[src/rtl/dmem_arbiter.sv]
// dmem_arbiter: two-port arbiter and sequencer for the single-port data memory.
// Port 0 is the CPU load/store path, port 1 the loader/DMA path. A granted
// command is held on the memory interface for LATENCY cycles, then a one-cycle
// done pulse is issued to the owning port. Ties are resolved round-robin.
module dmem_arbiter #(
   parameter int unsigned ADDR_W  = 32,
   parameter int unsigned DATA_W  = 32,
   parameter int unsigned LATENCY = 2
) (
   input  logic              clk_i,
   input  logic              rst_i,

   input  logic              req0_i,
   input  logic              we0_i,
   input  logic [ADDR_W-1:0] addr0_i,
   input  logic [DATA_W-1:0] wdata0_i,
   output logic              gnt0_o,
   output logic              done0_o,
   output logic [DATA_W-1:0] rdata0_o,

   input  logic              req1_i,
   input  logic              we1_i,
   input  logic [ADDR_W-1:0] addr1_i,
   input  logic [DATA_W-1:0] wdata1_i,
   output logic              gnt1_o,
   output logic              done1_o,
   output logic [DATA_W-1:0] rdata1_o,

   output logic              mem_en_o,
   output logic              mem_we_o,
   output logic [ADDR_W-1:0] mem_addr_o,
   output logic [DATA_W-1:0] mem_wdata_o,
   input  logic [DATA_W-1:0] mem_rdata_i,

   output logic              busy_o
);

   // Counter holds LATENCY at most, so this width never overflows on load.
   localparam int unsigned CNT_W = $clog2(LATENCY + 1);

   typedef enum logic [1:0] {
      S_IDLE,
      S_ACCESS,
      S_DONE
   } state_t;

   state_t             state_q, state_d;
   logic [CNT_W-1:0]   cnt_q, cnt_d;
   logic               owner_q, owner_d;  // port owning the in-flight access
   logic               last_q, last_d;    // last-grant pointer

   logic               sel_valid;
   logic               sel_port;

   logic               gnt0_d, gnt1_d;
   logic               done0_d, done1_d;
   logic               mem_en_d, mem_we_d;
   logic [ADDR_W-1:0]  mem_addr_d;
   logic [DATA_W-1:0]  mem_wdata_d;
   logic [DATA_W-1:0]  rdata0_d, rdata1_d;
   logic               busy_d;

   // Request selection: a lone requester wins; on a tie the port that was
   // not granted last time wins.
   always_comb begin
      sel_valid = req0_i | req1_i;
      if (req0_i && req1_i) begin
         sel_port = ~last_q;
      end else begin
         sel_port = req1_i;
      end
   end

   // Next-state and next-output computation; every output is registered.
   always_comb begin
      state_d     = state_q;
      cnt_d       = cnt_q;
      owner_d     = owner_q;
      last_d      = last_q;
      gnt0_d      = 1'b0;
      gnt1_d      = 1'b0;
      done0_d     = 1'b0;
      done1_d     = 1'b0;
      mem_en_d    = mem_en_o;
      mem_we_d    = mem_we_o;
      mem_addr_d  = mem_addr_o;
      mem_wdata_d = mem_wdata_o;
      rdata0_d    = rdata0_o;
      rdata1_d    = rdata1_o;

      unique case (state_q)
         S_IDLE: begin
            if (sel_valid) begin
               state_d  = S_ACCESS;
               cnt_d    = CNT_W'(LATENCY);
               owner_d  = sel_port;
               last_d   = sel_port;
               gnt0_d   = ~sel_port;
               gnt1_d   = sel_port;
               mem_en_d = 1'b1;
               if (sel_port) begin
                  mem_we_d    = we1_i;
                  mem_addr_d  = addr1_i;
                  mem_wdata_d = wdata1_i;
               end else begin
                  mem_we_d    = we0_i;
                  mem_addr_d  = addr0_i;
                  mem_wdata_d = wdata0_i;
               end
            end
         end

         S_ACCESS: begin
            cnt_d = cnt_q - CNT_W'(1);
            // Final access cycle: read data is valid now, finish on this edge.
            if (cnt_q == CNT_W'(1)) begin
               state_d  = S_DONE;
               mem_en_d = 1'b0;
               mem_we_d = 1'b0;
               done0_d  = ~owner_q;
               done1_d  = owner_q;
               if (!mem_we_o) begin
                  if (owner_q) begin
                     rdata1_d = mem_rdata_i;
                  end else begin
                     rdata0_d = mem_rdata_i;
                  end
               end
            end
         end

         S_DONE: begin
            state_d = S_IDLE;
         end

         default: begin
            state_d = S_IDLE;
         end
      endcase

      busy_d = (state_d != S_IDLE);
   end

   // State and output registers with synchronous reset.
   always_ff @(posedge clk_i) begin
      if (rst_i) begin
         state_q     <= S_IDLE;
         cnt_q       <= '0;
         owner_q     <= 1'b0;
         last_q      <= 1'b1;
         gnt0_o      <= 1'b0;
         gnt1_o      <= 1'b0;
         done0_o     <= 1'b0;
         done1_o     <= 1'b0;
         mem_en_o    <= 1'b0;
         mem_we_o    <= 1'b0;
         mem_addr_o  <= '0;
         mem_wdata_o <= '0;
         rdata0_o    <= '0;
         rdata1_o    <= '0;
         busy_o      <= 1'b0;
      end else begin
         state_q     <= state_d;
         cnt_q       <= cnt_d;
         owner_q     <= owner_d;
         last_q      <= last_d;
         gnt0_o      <= gnt0_d;
         gnt1_o      <= gnt1_d;
         done0_o     <= done0_d;
         done1_o     <= done1_d;
         mem_en_o    <= mem_en_d;
         mem_we_o    <= mem_we_d;
         mem_addr_o  <= mem_addr_d;
         mem_wdata_o <= mem_wdata_d;
         rdata0_o    <= rdata0_d;
         rdata1_o    <= rdata1_d;
         busy_o      <= busy_d;
      end
   end

endmodule

[config.mk]
export PLATFORM = sky130hd
export DESIGN_NAME = dmem_arbiter
export DESIGN_NICKNAME = d
export VERILOG_FILES = /design/src/rtl/dmem_arbiter.sv
export SDC_FILE = /design/constraint.sdc
export NUM_CORES = 1
export LEC_CHECK = 0
export BUFFER_PORTS_ARGS = -buffer_cell sky130_fd_sc_hd__buf_2
export CAP_MARGIN = 10
export CORE_ASPECT_RATIO = 0.5
export CORE_MARGIN = 1
export CORE_UTILIZATION = 45
export DETAILED_ROUTE_END_ITERATION = 10
export GPL_TIMING_DRIVEN = 0
export PLACE_DENSITY = 0.87
export SLEW_MARGIN = 20
export SYNTH_ARGS = -nofsm -noshare
export SYNTH_HDL_FRONTEND = slang
export SYNTH_SLANG_ARGS = --single-unit
[constraint.sdc]
create_clock -name clk_i -period 2.3 [get_ports clk_i]
set_clock_uncertainty 0.2 [all_clocks]
set_input_delay 0.46 -clock clk_i [delete_from_list [all_inputs] [get_ports clk_i]]
set_output_delay 0.46 -clock clk_i [all_outputs]
set_load 0.03 [all_outputs]
==> After elaboration in Yosys (flattened, before gate mapping) <==
Cells that the tools add are included.
{ "classes": {"n_mux": 14, "bitwise_logic": 9, "n_eq_ne": 4, "reduce_logical": 11, "add_sub_neg": 1} }
{ "op_table": {"columns": ["operator", "count"], "rows": [
  ["$mux 32", 2],
  ["$not 1->1", 8],
  ["$pmux 2 s2", 2],
  ["$reduce_and 4->1", 2],
  ["$mux 2", 3],
  ["$reduce_or 3->1", 2],
  ["$mux 1", 5],
  ["$eq 2x1->1 const B", 2],
  ["$ne 2x2->1 const B", 2],
  ["$pmux 1 s2", 2],
  ["$reduce_and 2->1", 2],
  ["$reduce_bool 2->1", 2],
  ["$reduce_and 3->1", 1],
  ["$logic_not 2->1", 1],
  ["$sub 2x1->2 const B", 1],
  ["$logic_and 1x1->1", 1],
  ["$or 1x1->1", 1]
]} }
{ "word_totals": {"input_bits": 166, "register_bits": 141, "out_inout_bits": 135, "word_cells": 54} }

==> Longest topological paths before layout <==
Gate-level depths: netlist of run 1.
{ "logic_depth": {"depth_word": 5, "depth_mapped": 7, "ltp_nobuf": 5} }

==> Worst setup path before layout of run 1 <==
Ideal clock, no wire load.
{ "synth_timing": {"kind": "register -> register", "start": "reg cnt_q[1]", "end": "reg rdata1_o[22]", "n_path_buf": 2, "stages_incl_launch_ff": 8, "t_arrival_ps": 1424, "setup_ps": 120, "synth_period_minus_slack_ps": 1743, "required_ps": 1980, "path_slack_ps": 557, "cell_sequence": "dfxtp_1 > inv_1 > ha_1 > nand3b_4 > or3b_1 > buf_6 > buf_6 > mux2i_1"} }
{ "synth_between": {"elab_chain_len": 2} }
{ "synth_lines": {"columns": ["item", "line", "source"], "rows": [
  ["from (decl)", "48", "logic [CNT_W-1:0] cnt_q, cnt_d;"],
  ["from (signal assigned)", "164", "cnt_q <= cnt_d;"],
  ["$eq 2x1->1", "116", "if (cnt_q == CNT_W'(1)) begin"],
  ["$reduce_and 4->1 (no line)", null, null],
  ["to (signal assigned)", "176", "rdata1_o <= rdata1_d;"],
  ["to (decl)", "27", "output logic [DATA_W-1:0] rdata1_o,"]
]} }
Every way passes these cells.
A chain may end at the register's enable or synchronous reset.

==> Worst setup path in the final report of run 1 <==
{ "layout_timing": {"start": "reg cnt_q[0]", "end": "reg rdata1_o[9]"} }
Same word-level chain as after synthesis.

==> impl_metrics.ini, run 1 <==
[timing]
fin_crit_ns = 2.032
tns_ns = 0
relSlewSlack_pct = 63.14
worst_pin_slew_ns = 0.5529
setup_viol = 0
post-route-period-util_pct = 88.33
grt_setup_unrepaired = false
fmax_mhz = 492.2
hold_viol = 0
timing.final.ws_setup_ns = 0.2685
report.final.slew_viol_count = 0

[clocking]
clockBufferDepth = 2
cts.sinks = 141
htreeDepth = 4
cts_resized = 0
cts_tree = done
cts_buffers = 17
cts-root-buf = clkbuf_16
clk_pin_slew_worst_paths_ns = 0.06
clk_latency_ns = 0.40
cts-hold-fix-buffers = 0
post_cts_buffers = 0

[worst_setup_path]
reg2regPathDepth = 5
rrSetupSlack_ns = 0.27
worst_setup_path_end_kind = register
r2r_start = cnt_q[0]$_SDFFE_PP0P_
worstPathArrival_ns = 2.16
required_ns = 2.42
path_class = reg2reg
rr_endpoint = rdata1_o[9]$_SDFFE_PP0P_
crit_fanout = 10
startpoint_type = register

[global_routing]
grt_pass1_wl_um = 29370
grt_pass1_vias = 5969
grtUsageMet1_pct = 33.07
antenna_found_initial = 0
gr-total-overflow = 0
grt_max_degree = 17
top_usage_layer = met2
grtUsageMet2_pct = 46.49
grt_usage_pct = 26.90
use_met3_pct = 4.845

[route]
drc = 0
routed_wl_um = 18720
firstDrtPassIters = 4
dr.first_iter.drc_count = 295
ant_nets = 0
dr_total_vias = 6141
via_per_inst = 5.294
wl_per_cell_um = 16.14

[worst_hold_path]
min_path_cells = 3
hold_path_startpoint = addr1_i[16]
hold_path_class = in2reg
min_to = mem_addr_o[16]$_SDFFE_PP0P_

[finish]
syn2layout_area_growth_pct = 39.15
final_cell_mix = 317 x buf_2, 141 x dfxtp_1, 132 x nand2_1
layout.cells.most_common = buf_2
final_nets = 1144
stdcell_area_sq_mm = 0.008307
drive_gt1_share_pct = 36.46
antenna_cells = 0

[synth]
yosys_warnings = 0
yosysSeqAreaShare_pct = 47.29
synth_top_area_share_pct = 47.29
syn-cell-area_sq_mm = 0.005969
synthCells = 659
synth_ff_type = dfxtp_1
synth.distinct_cells = 30
netlist_top_cells_area = dfxtp_1 47%, mux2i_1 11%, nand2b_1 10%
avgSynthCellArea_sq_um = 9.058
synth-edff-count = 0
ys_async_sr_fraction_pct = 0
yosysTopAreaCell = dfxtp_1
synth_nets = 826
synth_seq_cells = 141

[placement]
io_buffers = 299
dp_slack_ns = -0.09117
place.gp.congestion = 0.8823
dpl.hpwl_um = 13950
place_area_sq_mm = 0.007679

[floorplan]
ioPinCount = 301
fp.coreArea_sq_mm = 0.01281
die_area_sq_mm = 0.01376
floorplan.die.width_um = 164.9
start_util_pct = 46.61
die_y_um = 83.44
rows = 29

[power]
power.leakage_uw = 0.004040
powerDensity_mw_per_mm2 = 813.2
peakVddDrop_uv = 584.8

[run]
max_cap_viol_count = 0

[status]
status = finished clean
## through the flow
| stage | cells | hold WS, ns | total power (uW) | util [%] |
|---|---|---|---|---|
| after floorplan | 659 | 0.2436 | 3460 | - |
| after global placement | 1128 | 0.2424 | 3864 | 59.95 |
| after detailed placement | 1128 | 0.2622 | 3894 | 59.95 |
| after CTS | 1160 | 0.1078 | 6778 | 64.85 |
| after global routing | 1160 | 0.1141 | 7012 | 64.85 |
| final | 1160 | 0.1168 | 6755 | 64.85 |
## routing by layer
layer | share of wire, % | wire [um]
met5 | 0 | 0
met4 | 2.3 | 438
met3 | 5.2 | 975
met2 | 50 | 9296
met1 | 43 | 8014
## Yosys cell counts, drive strengths merged, types with 3 or more instances
cell type	instances
a311oi	65
buf	28
clkbuf	34
o21ai	3
dfxtp	141
nor2	5
nand2b	96
or2	3
nor3	5
mux2i	64
nand2	132
a21oi	67
## state kept, by name (all words and copies together) (netlist names), 2 cells and up
signal	flops
cnt_q	2
mem_addr_o	32
mem_wdata_o	32
rdata0_o	32
rdata1_o	32
state_q	2
## layout make-up
cell class | instances | area, sq um
Inverter | 1 | 3.754
Fill cell | 1082 | 4502
Buffer | 62 | 289.0
Sequential cell | 141 | 2823
Clock inverter | 11 | 157.7
Multi-Input combinational cell | 455 | 2854
Timing Repair Buffer | 299 | 1496
Tap cell | 170 | 212.7
Clock buffer | 21 | 470.5
## cells by family after synthesis
group / share of synthesized area [%]
AO/OA/AOI/OAI: 16.08
adder cells (fa/ha/maj): 0.2096
buffers and inverters: 4.904
flip-flops: 47.29
multiplexers: 10.73
AND/OR/NAND/NOR: 20.79
## power breakdown
| group | switching [uW] | total (uW) | internal [uW] |
|---|---|---|---|
| clock | 1090 | 2900 | 1810 |
| combinational | 753 | 1170 | 419 |
| sequential | 87.3 | 2680 | 2590 |
## how the worst max path moves through the flow
stage	from	to	slack (ns)	depth (start not counted)
after floorplan	cnt_q[1]$_SDFFE_PP0P_	rdata1_o[22]$_SDFFE_PP0P_	0.56	7
after global placement	rst_i	mem_wdata_o[6]$_SDFFE_PP0P_	-0.05	5
after detailed placement	rst_i	mem_wdata_o[6]$_SDFFE_PP0P_	-0.09	5
after CTS	cnt_q[1]$_SDFFE_PP0P_	rdata1_o[6]$_SDFFE_PP0P_	0.27	6
after global routing	cnt_q[1]$_SDFFE_PP0P_	rdata1_o[6]$_SDFFE_PP0P_	0.14	6
final	cnt_q[0]$_SDFFE_PP0P_	rdata1_o[9]$_SDFFE_PP0P_	0.27	5
## worst max-delay path, stage by stage (launching register included)
cell	delay [ns]
dfxtp_1	0.35
ha_1	0.23
nand3b_4	0.15
nor3b_2	0.49
buf_4	0.32
mux2i_1	0.22
Note: power is estimated with default switching activity, not from simulation.
==> run 2, diff against run 1 <==
--- a/config.mk
+++ b/config.mk
@@ -12,6 +12,7 @@
 export CORE_UTILIZATION = 45
 export DETAILED_ROUTE_END_ITERATION = 10
 export GPL_TIMING_DRIVEN = 0
+export MAX_ROUTING_LAYER = met4
 export PLACE_DENSITY = 0.87
 export SLEW_MARGIN = 20
 export SYNTH_ARGS = -nofsm -noshare
==> constraint.sdc (replaced) <==
create_clock -name clk_i -period 2.3 [get_ports clk_i]
set_clock_uncertainty 0.2 [all_clocks]
set_input_delay 0.46 -clock clk_i [delete_from_list [all_inputs] [get_ports clk_i]]
set_output_delay 0.46 -clock clk_i [all_outputs]
set_load 0.1 [all_outputs]
==> run 2 against run 1 <==
Net effect:
- die area stayed put
- utilization stayed put
- sequential share of layout area stayed put
- global-route usage is 0.82 points higher
- final area stayed put
- critical endpoint is now rdata1_o[6]$_SDFFE_PP0P_
==> impl_metrics.ini, run 2 (synthesized netlist as in run 1, its figures left out) <==
[power]
powerDensity_mw_per_mm2 = 902.4
power.switching_uw = 2674
p_sw_share_pct = 35.67
power.leakage_uw = 0.004040
internal_power_uw = 4822
p_clk_share_pct = 38.8
p_total_uw = 7496
p_seq_share_pct = 35.8
power_frac_comb_pct = 25.5
peakVddDrop_uv = 579.1

[floorplan]
start_util_pct = 46.61
ioPinCount = 301
die_area_sq_mm = 0.01376
die_y_um = 83.44
rows = 29
fp.coreArea_sq_mm = 0.01281
floorplan.die.width_um = 164.9

[route]
wl_per_cell_um = 16.19
dr_total_vias = 6107
routed_wl_um = 18780
via_per_inst = 5.265
dr.first_iter.drc_count = 338
ant_nets = 0
drc = 0
firstDrtPassIters = 5

[clocking]
htreeDepth = 4
post_cts_buffers = 0
cts-root-buf = clkbuf_16
cts_tree = done
cts.sinks = 141
clk_pin_slew_worst_paths_ns = 0.06
cts-hold-fix-buffers = 0
cts_buffers = 17
clockBufferDepth = 2
clk_latency_ns = 0.39
cts_resized = 0

[run]
max_cap_viol_count = 0

[finish]
stdcell_area_sq_mm = 0.008307
fin_util_pct = 64.85
drive_gt1_share_pct = 36.46
final_cell_mix = 317 x buf_2, 141 x dfxtp_1, 132 x nand2_1
layout.cells.most_common = buf_2
multi_input_area_sq_mm = 0.002854
fin_cells = 1160
nFillCells = 1082
antenna_cells = 0
final-seq-area_sq_mm = 0.002823
final_nets = 1144
syn2layout_area_growth_pct = 39.15

[timing]
grt_setup_unrepaired = false
fmax_mhz = 493.6
fin_crit_ns = 2.026
hold_ws_ns = 0.1193
worst_pin_slew_ns = 0.5465
report.final.slew_viol_count = 0
post-route-period-util_pct = 88.09
setup_viol = 0
relSlewSlack_pct = 63.57
hold_viol = 0

[worst_hold_path]
hold_path_class = in2reg

[worst_setup_path]
worstPathArrival_ns = 2.15
crit_fanout = 10
rrSetupSlack_ns = 0.27
worst_setup_path_end_kind = register
startpoint_type = register
path_class = reg2reg
required_ns = 2.42

[global_routing]
gr-total-overflow = 0
antenna_found_initial = 0
grt_usage_pct = 27.72
grt_pass1_wl_um = 29350
grt_max_degree = 17
grt_pass1_vias = 5968

[placement]
dp_cells = 1128
io_buffers = 299
dpl.hpwl_um = 13950
place.gp.congestion = 0.8969
place_area_sq_mm = 0.007679

[status]
status = finished clean
==> run 2: cell counts in the layout (fill, tap and decap cells not counted) <==
No cell type changed its count.
==> run 2: power groups by stage <==
stage	Sequential, uW	Combinational (uW)	Clock [uW]
final	2680	1910	2910
after global placement	2720	1880	0
after global routing	2690	2000	3060
after CTS	2680	1900	2930
after floorplan	3730	463	0
after detailed placement	2730	1900	0
==> run 2: layout make-up <==
cell class,count,share of cell area [%]
clock inverter,11,1.898
clock buffer,21,5.663
multi-input combinational,455,34.36
buffer,62,3.479
timing repair buffer,299,18.01
sequential,141,33.98
inverter,1,0.04519
tap,170,2.561
==> run 2: through the flow <==
stage | setup WS (ns) | TNS, ns
detailed placement | -0.09117 | -1.580
floorplan | 0.3167 | 0
global route | 0.1400 | 0
finish | 0.2739 | 0
CTS | 0.2748 | 0
global placement | -0.04787 | -0.5485
==> run 2: routing by layer <==
layer	global-route usage [%]	up-vias	wire length (um)	part of all wire, %
li1	-	2941	-	-
met1	33.48	2876	8050	43
met2	46.37	250	9297	49
met3	4.496	40	1003	5.3
met4	10.43	0	431	2.3
met5	-	-	0	0
==> run 2: worst paths after layout <==
kind	from	to	cells after the start
setup reg to reg	cnt_q[0]$_SDFFE_PP0P_	rdata1_o[6]$_SDFFE_PP0P_	5
setup / recovery	cnt_q[0]$_SDFFE_PP0P_	rdata1_o[6]$_SDFFE_PP0P_	5
hold / removal	addr1_i[16]	mem_addr_o[16]$_SDFFE_PP0P_	3
hold reg to reg	rdata0_o[30]$_SDFFE_PP0P_	rdata0_o[30]$_SDFFE_PP0P_	2
==> run 2: worst max-delay path: stages (launching register included) <==
cell	delay, ns
dfxtp_1	0.35
ha_1	0.23
nand3b_4	0.15
nor3b_2	0.48
buf_4	0.32
mux2i_1	0.22
